--- src/rtl/rs_issue_queue_pkg.sv ---
// Shared types and default sizing for the reservation-station issue queue.
// The packet and entry layouts are the contract between dispatch, the RS and the FU.
package rs_issue_queue_pkg;

  localparam int RS_ENTRIES = 4;
  localparam int NUM_FUS    = 4;
  localparam int NUM_PREGS  = 64;
  localparam int PREG_W     = $clog2(NUM_PREGS);

  typedef struct packed {
    logic              instr_valid;
    logic [31:0]       pc;
    logic [7:0]        opcode;
    logic [PREG_W-1:0] dst_preg;
    logic [PREG_W-1:0] src1_preg;
    logic [PREG_W-1:0] src2_preg;
  } disp_packet_t;

  typedef struct packed {
    disp_packet_t pkt;
    logic         src1_rdy;
    logic         src2_rdy;
    logic         valid;
  } rs_entry_t;

endpackage

--- src/rtl/rs_issue_queue_if.sv ---
// Dispatch, wakeup, issue and flush signals between the pipeline and the RS.
// master = pipeline side driving dispatch/wakeup/issue_ready; slave = the RS.
interface rs_issue_queue_if #(
  parameter int DEPTH      = rs_issue_queue_pkg::RS_ENTRIES,
  parameter int NUM_WAKEUP = rs_issue_queue_pkg::NUM_FUS,
  parameter int PREG_W     = rs_issue_queue_pkg::PREG_W
);
  import rs_issue_queue_pkg::*;

  localparam int OCC_W = $clog2(DEPTH + 1);

  logic                                 disp_valid;
  logic                                 disp_ready;
  disp_packet_t                         disp_pkt;
  logic                                 disp_src1_rdy;
  logic                                 disp_src2_rdy;
  logic [NUM_WAKEUP-1:0]                wk_valid;
  logic [NUM_WAKEUP-1:0][PREG_W-1:0]    wk_preg;
  logic                                 issue_valid;
  logic                                 issue_ready;
  disp_packet_t                         issue_pkt;
  logic                                 flush;
  logic [OCC_W-1:0]                     occupancy;

  modport master (
    output disp_valid, disp_pkt, disp_src1_rdy, disp_src2_rdy,
    output wk_valid, wk_preg, issue_ready, flush,
    input  disp_ready, issue_valid, issue_pkt, occupancy
  );

  modport slave (
    input  disp_valid, disp_pkt, disp_src1_rdy, disp_src2_rdy,
    input  wk_valid, wk_preg, issue_ready, flush,
    output disp_ready, issue_valid, issue_pkt, occupancy
  );

endinterface

--- src/rtl/rs_issue_queue_age_select.sv ---
// Age matrix plus oldest-request one-hot select for the RS entries.
// age_q[i][j]=1 means entry i is older than entry j; only live entries carry bits.
module rs_age_select #(
  parameter int DEPTH = 4
) (
  input  logic             clk,
  input  logic             rst,
  input  logic [DEPTH-1:0] req_i,
  input  logic [DEPTH-1:0] alloc_i,
  input  logic [DEPTH-1:0] free_i,
  input  logic             flush_i,
  output logic [DEPTH-1:0] grant_o
);

  logic [DEPTH-1:0][DEPTH-1:0] age_q, age_d;
  logic [DEPTH-1:0]            live_q, live_d;

  always_comb begin
    age_d  = age_q;
    live_d = (live_q & ~free_i) | alloc_i;
    for (int i = 0; i < DEPTH; i++) begin
      for (int j = 0; j < DEPTH; j++) begin
        if (free_i[i] || free_i[j] || alloc_i[i]) begin
          age_d[i][j] = 1'b0;
        end
        // A new entry is younger than every entry that survives this edge.
        if (alloc_i[j] && (i != j) && live_q[i] && !free_i[i]) begin
          age_d[i][j] = 1'b1;
        end
      end
    end
    if (flush_i) begin
      age_d  = '0;
      live_d = '0;
    end
  end

  always_comb begin
    grant_o = '0;
    for (int i = 0; i < DEPTH; i++) begin
      grant_o[i] = req_i[i];
      for (int j = 0; j < DEPTH; j++) begin
        if (req_i[j] && age_q[j][i]) begin
          grant_o[i] = 1'b0;
        end
      end
    end
  end

  always_ff @(posedge clk or posedge rst) begin
    if (rst) begin
      age_q  <= '0;
      live_q <= '0;
    end else begin
      age_q  <= age_d;
      live_q <= live_d;
    end
  end

endmodule

--- src/rtl/rs_issue_queue.sv ---
// Reservation station: holds dispatched ops until both sources are ready,
// snoops wakeup broadcasts and issues the oldest ready entry to the FU.
module rs_issue_queue #(
  parameter int DEPTH      = rs_issue_queue_pkg::RS_ENTRIES,
  parameter int NUM_WAKEUP = rs_issue_queue_pkg::NUM_FUS,
  parameter int PREG_W     = rs_issue_queue_pkg::PREG_W
) (
  input  logic             clk,
  input  logic             rst,
  rs_issue_queue_if.slave  rs
);
  import rs_issue_queue_pkg::*;

  localparam int OCC_W = $clog2(DEPTH + 1);

  rs_entry_t         ent_q [DEPTH];
  rs_entry_t         ent_d [DEPTH];
  logic [OCC_W-1:0]  occ_q, occ_d;
  logic              disp_ready_q, disp_ready_d;

  logic [DEPTH-1:0]  req_vec, alloc_oh, alloc_gated, free_oh, grant_oh;
  logic              disp_fire, issue_fire, issue_valid, found_free;
  logic              disp_hit1, disp_hit2;
  disp_packet_t      sel_pkt, issue_pkt;

  function automatic logic tag_hit(
    input logic [PREG_W-1:0]                  tag,
    input logic [NUM_WAKEUP-1:0]              vld,
    input logic [NUM_WAKEUP-1:0][PREG_W-1:0]  tags
  );
    logic hit;
    hit = 1'b0;
    for (int k = 0; k < NUM_WAKEUP; k++) begin
      if (vld[k] && (tags[k] == tag)) begin
        hit = 1'b1;
      end
    end
    return hit;
  endfunction

  always_comb begin
    req_vec    = '0;
    alloc_oh   = '0;
    found_free = 1'b0;
    for (int i = 0; i < DEPTH; i++) begin
      req_vec[i] = ent_q[i].valid && ent_q[i].src1_rdy && ent_q[i].src2_rdy;
      if (!ent_q[i].valid && !found_free) begin
        alloc_oh[i] = 1'b1;
        found_free  = 1'b1;
      end
    end
  end

  // disp_ready_q already implies a free slot exists, so alloc_oh is non-zero on fire.
  assign disp_fire   = rs.disp_valid && disp_ready_q && !rs.flush;
  assign issue_valid = (|req_vec) && !rs.flush;
  assign issue_fire  = issue_valid && rs.issue_ready;
  assign alloc_gated = disp_fire  ? alloc_oh : '0;
  assign free_oh     = issue_fire ? grant_oh : '0;

  rs_age_select #(.DEPTH(DEPTH)) u_age_select (
    .clk     (clk),
    .rst     (rst),
    .req_i   (req_vec),
    .alloc_i (alloc_gated),
    .free_i  (free_oh),
    .flush_i (rs.flush),
    .grant_o (grant_oh)
  );

  always_comb begin
    sel_pkt = '0;
    for (int i = 0; i < DEPTH; i++) begin
      if (grant_oh[i]) begin
        sel_pkt = sel_pkt | ent_q[i].pkt;
      end
    end
    issue_pkt = '0;
    if (issue_valid) begin
      issue_pkt             = sel_pkt;
      issue_pkt.instr_valid = 1'b1;
    end
  end

  assign disp_hit1 = tag_hit(rs.disp_pkt.src1_preg, rs.wk_valid, rs.wk_preg);
  assign disp_hit2 = tag_hit(rs.disp_pkt.src2_preg, rs.wk_valid, rs.wk_preg);

  always_comb begin
    for (int i = 0; i < DEPTH; i++) begin
      ent_d[i] = ent_q[i];
      if (ent_q[i].valid) begin
        ent_d[i].src1_rdy = ent_q[i].src1_rdy |
                            tag_hit(ent_q[i].pkt.src1_preg, rs.wk_valid, rs.wk_preg);
        ent_d[i].src2_rdy = ent_q[i].src2_rdy |
                            tag_hit(ent_q[i].pkt.src2_preg, rs.wk_valid, rs.wk_preg);
      end
      if (free_oh[i]) begin
        ent_d[i] = '0;
      end
      if (alloc_gated[i]) begin
        ent_d[i].pkt      = rs.disp_pkt;
        ent_d[i].src1_rdy = rs.disp_src1_rdy | disp_hit1;
        ent_d[i].src2_rdy = rs.disp_src2_rdy | disp_hit2;
        ent_d[i].valid    = 1'b1;
      end
      if (rs.flush) begin
        ent_d[i] = '0;
      end
    end
  end

  always_comb begin
    occ_d = occ_q;
    if (rs.flush) begin
      occ_d = '0;
    end else if (disp_fire && !issue_fire) begin
      occ_d = occ_q + OCC_W'(1);
    end else if (!disp_fire && issue_fire) begin
      occ_d = occ_q - OCC_W'(1);
    end
    // Registered from the post-edge count, so a slot freed by issue is offered next cycle.
    disp_ready_d = (occ_d < OCC_W'(DEPTH));
  end

  always_ff @(posedge clk or posedge rst) begin
    if (rst) begin
      for (int i = 0; i < DEPTH; i++) begin
        ent_q[i] <= '0;
      end
      occ_q        <= '0;
      disp_ready_q <= 1'b1;
    end else begin
      for (int i = 0; i < DEPTH; i++) begin
        ent_q[i] <= ent_d[i];
      end
      occ_q        <= occ_d;
      disp_ready_q <= disp_ready_d;
    end
  end

  assign rs.disp_ready  = disp_ready_q;
  assign rs.issue_valid = issue_valid;
  assign rs.issue_pkt   = issue_pkt;
  assign rs.occupancy   = occ_q;

endmodule

--- src/flat_wrapper.sv ---
// flat-port wrapper written by rule: the top's interface ports become plain ports
module rs_issue_queue_flat import rs_issue_queue_pkg::*;
#(
  parameter int DEPTH      = rs_issue_queue_pkg::RS_ENTRIES,
  parameter int NUM_WAKEUP = rs_issue_queue_pkg::NUM_FUS,
  parameter int PREG_W     = rs_issue_queue_pkg::PREG_W
)
  (clk, rst, rs_disp_valid, rs_disp_pkt, rs_disp_src1_rdy, rs_disp_src2_rdy, rs_wk_valid, rs_wk_preg, rs_issue_ready, rs_flush, rs_disp_ready, rs_issue_valid, rs_issue_pkt, rs_occupancy);
  rs_issue_queue_if #(.DEPTH(DEPTH), .NUM_WAKEUP(NUM_WAKEUP), .PREG_W(PREG_W)) rs_i ();
  input  logic clk;
  input  logic rst;
  input wire logic [$bits(rs_i.disp_valid)-1:0] rs_disp_valid;
  input wire logic [$bits(rs_i.disp_pkt)-1:0] rs_disp_pkt;
  input wire logic [$bits(rs_i.disp_src1_rdy)-1:0] rs_disp_src1_rdy;
  input wire logic [$bits(rs_i.disp_src2_rdy)-1:0] rs_disp_src2_rdy;
  input wire logic [$bits(rs_i.wk_valid)-1:0] rs_wk_valid;
  input wire logic [$bits(rs_i.wk_preg)-1:0] rs_wk_preg;
  input wire logic [$bits(rs_i.issue_ready)-1:0] rs_issue_ready;
  input wire logic [$bits(rs_i.flush)-1:0] rs_flush;
  output wire logic [$bits(rs_i.disp_ready)-1:0] rs_disp_ready;
  output wire logic [$bits(rs_i.issue_valid)-1:0] rs_issue_valid;
  output wire logic [$bits(rs_i.issue_pkt)-1:0] rs_issue_pkt;
  output wire logic [$bits(rs_i.occupancy)-1:0] rs_occupancy;
  assign rs_i.disp_valid = rs_disp_valid;
  assign rs_i.disp_pkt = rs_disp_pkt;
  assign rs_i.disp_src1_rdy = rs_disp_src1_rdy;
  assign rs_i.disp_src2_rdy = rs_disp_src2_rdy;
  assign rs_i.wk_valid = rs_wk_valid;
  assign rs_i.wk_preg = rs_wk_preg;
  assign rs_i.issue_ready = rs_issue_ready;
  assign rs_i.flush = rs_flush;
  assign rs_disp_ready = rs_i.disp_ready;
  assign rs_issue_valid = rs_i.issue_valid;
  assign rs_issue_pkt = rs_i.issue_pkt;
  assign rs_occupancy = rs_i.occupancy;
  rs_issue_queue #(.DEPTH(DEPTH), .NUM_WAKEUP(NUM_WAKEUP), .PREG_W(PREG_W)) u_core (.clk(clk), .rst(rst), .rs(rs_i));
endmodule
--- config.mk ---
export PLATFORM = sky130hd
export DESIGN_NAME = rs_issue_queue_flat
export DESIGN_NICKNAME = d
export VERILOG_FILES = /design/src/rtl/rs_issue_queue_pkg.sv /design/src/rtl/rs_issue_queue_if.sv /design/src/rtl/rs_issue_queue_age_select.sv /design/src/rtl/rs_issue_queue.sv /design/src/flat_wrapper.sv
export SDC_FILE = /design/constraint.sdc
export NUM_CORES = 1
export LEC_CHECK = 0
export ABC_AREA = 1
export CORE_ASPECT_RATIO = 1.5
export CORE_MARGIN = 4
export CORE_UTILIZATION = 50
export DETAILED_ROUTE_END_ITERATION = 10
export DONT_BUFFER_PORTS = 1
export GPL_ROUTABILITY_DRIVEN = 1
export PLACE_DENSITY_LB_ADDON = 0.05
export SLEW_MARGIN = 25
export SYNTH_ARGS = -nofsm -noshare
export SYNTH_HDL_FRONTEND = slang
export SYNTH_SLANG_ARGS = --single-unit
export TNS_END_PERCENT = 100
--- constraint.sdc ---
create_clock -name clk -period 12.88 [get_ports clk]
set_input_delay 1.288 -clock clk [delete_from_list [all_inputs] [get_ports clk]]
set_output_delay 1.288 -clock clk [all_outputs]
set_load 0.005 [all_outputs]
==> results of run 1 <==
==> worst register-to-register path, delay by kind of cell (launching register included) <==
| kind | cells | cell delay (ns) |
|---|---|---|
| AND/OR/NAND/NOR | 7 | 2.12 |
| flip-flops | 1 | 0.55 |
| buffers and inverters | 2 | 0.55 |
==> layout make-up <==
cell class              instances  share of cell area (%)
multi-input cells            1368                    41.4
inverters                     375                    8.81
clock inverters                12                   0.597
clock buffers                  36                    4.71
flip-flops and latches        264                    41.0
repair buffers                 10                   0.466
well taps                     395                    3.06
==> layer usage <==
layer	up-vias	routed length, um
met1	7212	21500
met2	813	27100
met4	0	4230
met5	-	0
met3	243	5850
li1	6738	-
==> synth_stat cells (all sizes together) <==
library cell and count:
clkinv 8, nand3 46, o211ai 4, buf 54, dfrtp 263, nand4 5
clkbuf 56, xor2 7, nand3b 11, a21oi 43, o22ai 358, xnor2 35
o31ai 9, o21ai 83, inv 367, nand2 446, ha 2, nor2 315
dfstp 1, nor3 4
==> worst paths after layout <==
check,to,cells after the start
max in group asynchronous,u_core.ent_q[166],3
worst min-delay path,u_core.ent_q[63],2
worst min register to register,u_core.ent_q[63],2
min in group asynchronous,u_core.ent_q[54],1
worst max register to register,u_core.ent_q[2],9
worst max-delay path,rs_issue_pkt[7],8
==> registers in the layout, indices dropped and copies added (netlist names) <==
name,cells
u_core.ent_q,244
u_core.u_age_select.age_q,12
u_core.u_age_select.live_q,4
u_core.rs.occupancy,3
u_core.rs.disp_ready,1
==> cells by family (layout without fill, tap and decap cells) <==
family,Yosys count,after routing,synth area share [%]
buffers and inverters,485,433,12.8
adder cells (fa/ha/maj),2,2,0.165
AO/OA/AOI/OAI,497,497,19.5
flip-flops,264,264,43.5
XOR/XNOR,42,42,2.42
AND/OR/NAND/NOR,827,827,21.6
==> power by group <==
| group | internal, mW | switching, mW | total [mW] |
|---|---|---|---|
| sequential | 0.880 | 0.0325 | 0.912 |
| combinational | 0.0858 | 0.203 | 0.289 |
| clock | 0.433 | 0.339 | 0.772 |
==> stage by stage <==
step | hold slack (ns) | std cells
floorplan | 0.470 | 2117
global placement | 0.501 | 2412
detailed placement | 0.507 | 2412
CTS | 0.522 | 2460
global route | 0.538 | 2460
finish | 0.520 | 2460
==> key figures, run 1 <==
Timing
  – Fin worst setup slack: 8.39 ns
  – Slew Limit Headroom: 26.0%
  – Final clock skew: 0.0274 ns
  – Final min period: 4.49 ns
  – RSZ-0062 raised after global routing: false
  – Highest Clock Rate: 0.223 GHz
  – Final setup vio count: 0
  – Setup_tns: 0 ns
  – Hold Fails Final Rpt: 0
  – Period utilization: 34.9%
  – Max Transition Viols Final: 0
  – Worst slew pin tran: 1.11 ns

Clock tree
  – Clock Sinks: 264
  – H-tree levels: 1
  – Clock buffer depth: 3
  – Clk_lat worst skew: 0.56 ns
  – Hold buffers post-CTS: 0
  – Clock slew at reported path FFs: 0.07 ns
  – CTS resizes: 0
  – Num CTS Buffers: 27
  – CTS Root Cell: clkbuf_16
  – TritonCTS clock tree: done
  – Post-CTS setup buffers: 0

Routing
  – DRC violations left: 0
  – Iter 0 DRT Violations: 1467
  – Vias: 15.0k
  – Total wire length: 58600 um
  – Final ANT Viol Nets: 0
  – Wire length per cell: 23.8 um
  – Vias per cell: 6.10
  – DRT Pass-1 Iters: 5

Yosys
  – Yosys warns: 0
  – Synthesized net count: 2213
  – Seq cells post-synth: 264
  – Yosys cell types: 29
  – Post-synth top area share: 43.3%
  – Sequential element share of the synthesized area: 43.5%
  – Syn Std Cell Area: 15200 sq um
  – Avg Inst Size Synth: 7.17 sq um
  – Area leader, netlist: dfrtp_1
  – Largest cells by area after synthesis: dfrtp_1 43%, o22ai_1 15%, nand2_1 11%, inv_1 8.8%, nor2_1 7.7%
  – Mapped Cells: 2117

Finish
  – Most common cell after layout, fill and taps aside: nand2_1
  – Finished Core Util: 54.2%
  – Share of cells above drive strength 1: 4.12%
  – Multi-input gate area: 6670 sq um
  – Final net count: 2142
  – Most frequent cells in the layout: 437 x nand2_1, 358 x o22ai_1, 356 x inv_1
  – FF+latch area: 6610 sq um
  – FILL cells: 2937
  – Area Growth Syn to Fin: 6.19%
  – Design area: 16100 sq um
  – Diode count: 0

Power
  – Power, Total: 1.97 mW
  – P per Cell Area: 122 nW/um^2
  – Peak supply drop: 126 uV
  – P_leak: 7.21 nW

Global route
  – M2 GR Usage: 55.2%
  – Overall global routing resource usage: 34.8%
  – Grt ovf: 0
  – Initial antenna violation count: 1
  – Global Route met3 Usage: 7.31%
  – Largest net degree at the start of global routing: 144
  – GR peak layer: met2
  – First-pass GRT wire length: 89500 um
  – Vias in the first global route: 15.0k
  – Global routing usage on met1: 43.3%

Critical path
  – CP top delay family: simple AND/OR/NAND/NOR gates
  – RR Startpoint: u_core.rs.disp_ready
  – Worst path most repeated cell: nor2_1
  – CP peak stage delay: 0.67 ns
  – Critical Path AT: 3.20 ns
  – Startpoint Class: flip-flop
  – Critical Path RT: 11.59 ns
  – CP max stage cell: nand2_2
  – Worst Path Max Fanout: 34
  – R2r setup slk: 9.54 ns
  – Crit Path Category: reg2out
  – CP endpoint kind: output port
  – Crit path buffers/inverters: 1
  – Setup crit start: u_core.ent_q[2]
  – Critical path, cell by cell: nand3_1, nor2_1, nor2_1, nand2_2, buf_4, o22ai_1, nor2_1, nor2_1

Floorplanning
  – Top Ports: 158
  – Die outline height: 221 um
  – Row count: 77
  – Die Width: 150 um
  – Die ar.: 33300 sq um
  – Starting Density: 51.0%
  – Core footprint: 29800 sq um

Run
  – Maximum capacitance violations: 0

Place
  – Dpl ws: 8.56 ns
  – Gp weighted congestion: 1.01
  – Area post-placement: 15300 sq um
  – PortBufs: 0
  – Post-DP HPWL: 36200 um

Outcome
  – Status: complete, no violations

Worst hold path
  – Hold Path Class: reg2reg
  – Worst Hold Launch: u_core.ent_q[63]
Note: power is estimated with default switching activity, not from simulation.
==> inputs of run 2 (changes only) <==
==> constraint.sdc (replaced) <==
create_clock -name clk -period 4.08 [get_ports clk]
set_input_delay 0.408 -clock clk [delete_from_list [all_inputs] [get_ports clk]]
set_output_delay 0.408 -clock clk [all_outputs]
set_load 0.005 [all_outputs]
==> run 2 against run 1 <==
Via count shrank 0.73%. Register-to-register slack got worse by 8.3 ns. Final cell count up 0.37%. Largest cell class unchanged. Critical endpoint is now rs_issue_pkt[25]. Utilization up 0.29 points. Final area is 0.54% higher. Count of clock-buffer cells in the layout down 1. Clock skew decreased by 0.014 ns.
==> key figures, run 2 (synthesized netlist as in run 1, its figures left out) <==
Clock tree
  – H-tree levels: 1
  – TritonCTS clock tree: done
  – CTS Root Cell: clkbuf_16
  – Clock Sinks: 264
  – CTS resizes: 0
  – Clock slew at reported path FFs: 0.06 ns
  – Clock buffer depth: 3
  – Post-CTS setup buffers: 0
  – Num CTS Buffers: 27
  – Clk_lat worst skew: 0.54 ns
  – Hold buffers post-CTS: 2

Finish
  – Share of cells above drive strength 1: 4.25%
  – Top flop regs: u_core.ent_q x244, u_core.u_age_select.age_q x12, u_core.u_age_select.live_q x4
  – Area Growth Syn to Fin: 6.76%
  – Design area: 16200 sq um
  – Most frequent cells in the layout: 437 x nand2_1, 358 x o22ai_1, 356 x inv_1
  – Fin cells: 2469
  – Final net count: 2149
  – Most common cell after layout, fill and taps aside: nand2_1
  – Most flop-heavy register: u_core.ent_q
  – Finished Core Util: 54.5%
  – FILL cells: 2965
  – Multi-input gate area: 6670 sq um
  – FF+latch area: 6610 sq um
  – Largest register FFs: 244

Timing
  – Highest Clock Rate: 0.307 GHz
  – Max Transition Viols Final: 0
  – Setup_tns: 0 ns
  – RSZ-0062 raised after global routing: false
  – Fin worst setup slack: 0.819 ns
  – Period utilization: 79.9%
  – Final clock skew: 0.0131 ns
  – Final min period: 3.26 ns
  – Final setup vio count: 0
  – Hold slack: 0.0844 ns
  – Worst slew pin tran: 1.04 ns
  – Hold Fails Final Rpt: 0
  – Slew Limit Headroom: 30.5%

Power
  – Peak supply drop: 346 uV
  – P_leak: 7.23 nW
  – P per Cell Area: 387 nW/um^2
  – Power, Total: 6.27 mW

Routing
  – Final ANT Viol Nets: 0
  – Vias per cell: 6.03
  – Wire length per cell: 23.9 um
  – DRC violations left: 0
  – Total wire length: 58900 um
  – Vias: 14.9k
  – Iter 0 DRT Violations: 1589
  – DRT Pass-1 Iters: 6

Critical path
  – Critical Path RT: 3.67 ns
  – CP endpoint kind: output port
  – Startpoint Class: flip-flop
  – Worst Path Max Fanout: 27
  – Crit Path Category: reg2out
  – Critical Path AT: 2.85 ns

Global route
  – Initial antenna violation count: 1
  – First-pass GRT wire length: 88500 um
  – Grt ovf: 0
  – Vias in the first global route: 14.5k
  – Overall global routing resource usage: 34.7%
  – Largest net degree at the start of global routing: 115

Place
  – Gp weighted congestion: 1.01
  – Post-Place Cells: 2417
  – Area post-placement: 15300 sq um
  – Post-DP HPWL: 36900 um
  – PortBufs: 0
  – Dpl ws: 1.19 ns

Floorplanning
  – Die ar.: 33300 sq um
  – Die Width: 150 um
  – Starting Density: 51.0%
  – Core footprint: 29800 sq um
  – Row count: 77
  – Die outline height: 221 um
  – Top Ports: 158

Outcome
  – Status: complete, no violations

Run
  – Maximum capacitance violations: 0

Worst hold path
  – Hold Path Class: in2reg
==> run 2: path summary, 6_finish.rpt <==
kind                                  start           endpoint  slack, ns  cells past startpoint
min in group asynchronous               rst  u_core.ent_q[114]       0.50                      2
setup / recovery           u_core.ent_q[64]   rs_issue_pkt[25]       0.82                      8
hold reg to reg             u_core.ent_q[1]    u_core.ent_q[1]       0.50                      2
hold / removal                     rs_flush  u_core.ent_q[186]       0.08                      3
max in group asynchronous               rst   u_core.ent_q[98]       2.49                      3
setup reg to reg           u_core.ent_q[64]  u_core.ent_q[206]       1.24                      9
==> run 2: layer usage <==
metal / vias up / track usage [%] / part of all wire, %
li1: 6755 / - / -
met1: 7117 / 42.9 / 37
met2: 783 / 55.1 / 47
met3: 242 / 7.84 / 9.6
met4: 0 / 20.2 / 6.9
met5: - / 0 / 0
==> run 2: where the power goes <==
part	internal [mW]	leakage, nW	switching, mW
logic	0.277	3.19	0.651
clock network	1.39	0.413	1.08
registers	2.78	3.63	0.100
==> run 2: cell type report <==
class / count / share of cell area [%]
Tap cell: 395 / 3.05
Clock buffer: 35 / 4.48
Sequential cell: 264 / 40.8
Multi-Input combinational cell: 1368 / 41.2
Timing Repair Buffer: 17 / 0.972
Inverter: 375 / 8.70
Clock inverter: 13 / 0.857
Antenna cell: 2 / 0.0309
==> run 2: worst max-delay path, stage by stage, from the launching register on <==
cell and delay (ns):
dfrtp_1 0.50, nand3_1 0.27, nor2_1 0.15, nor2_1 0.06, nand2_2 0.56, buf_4 0.41, o22ai_1 0.12, nor2_1 0.15
nor2_1 0.07
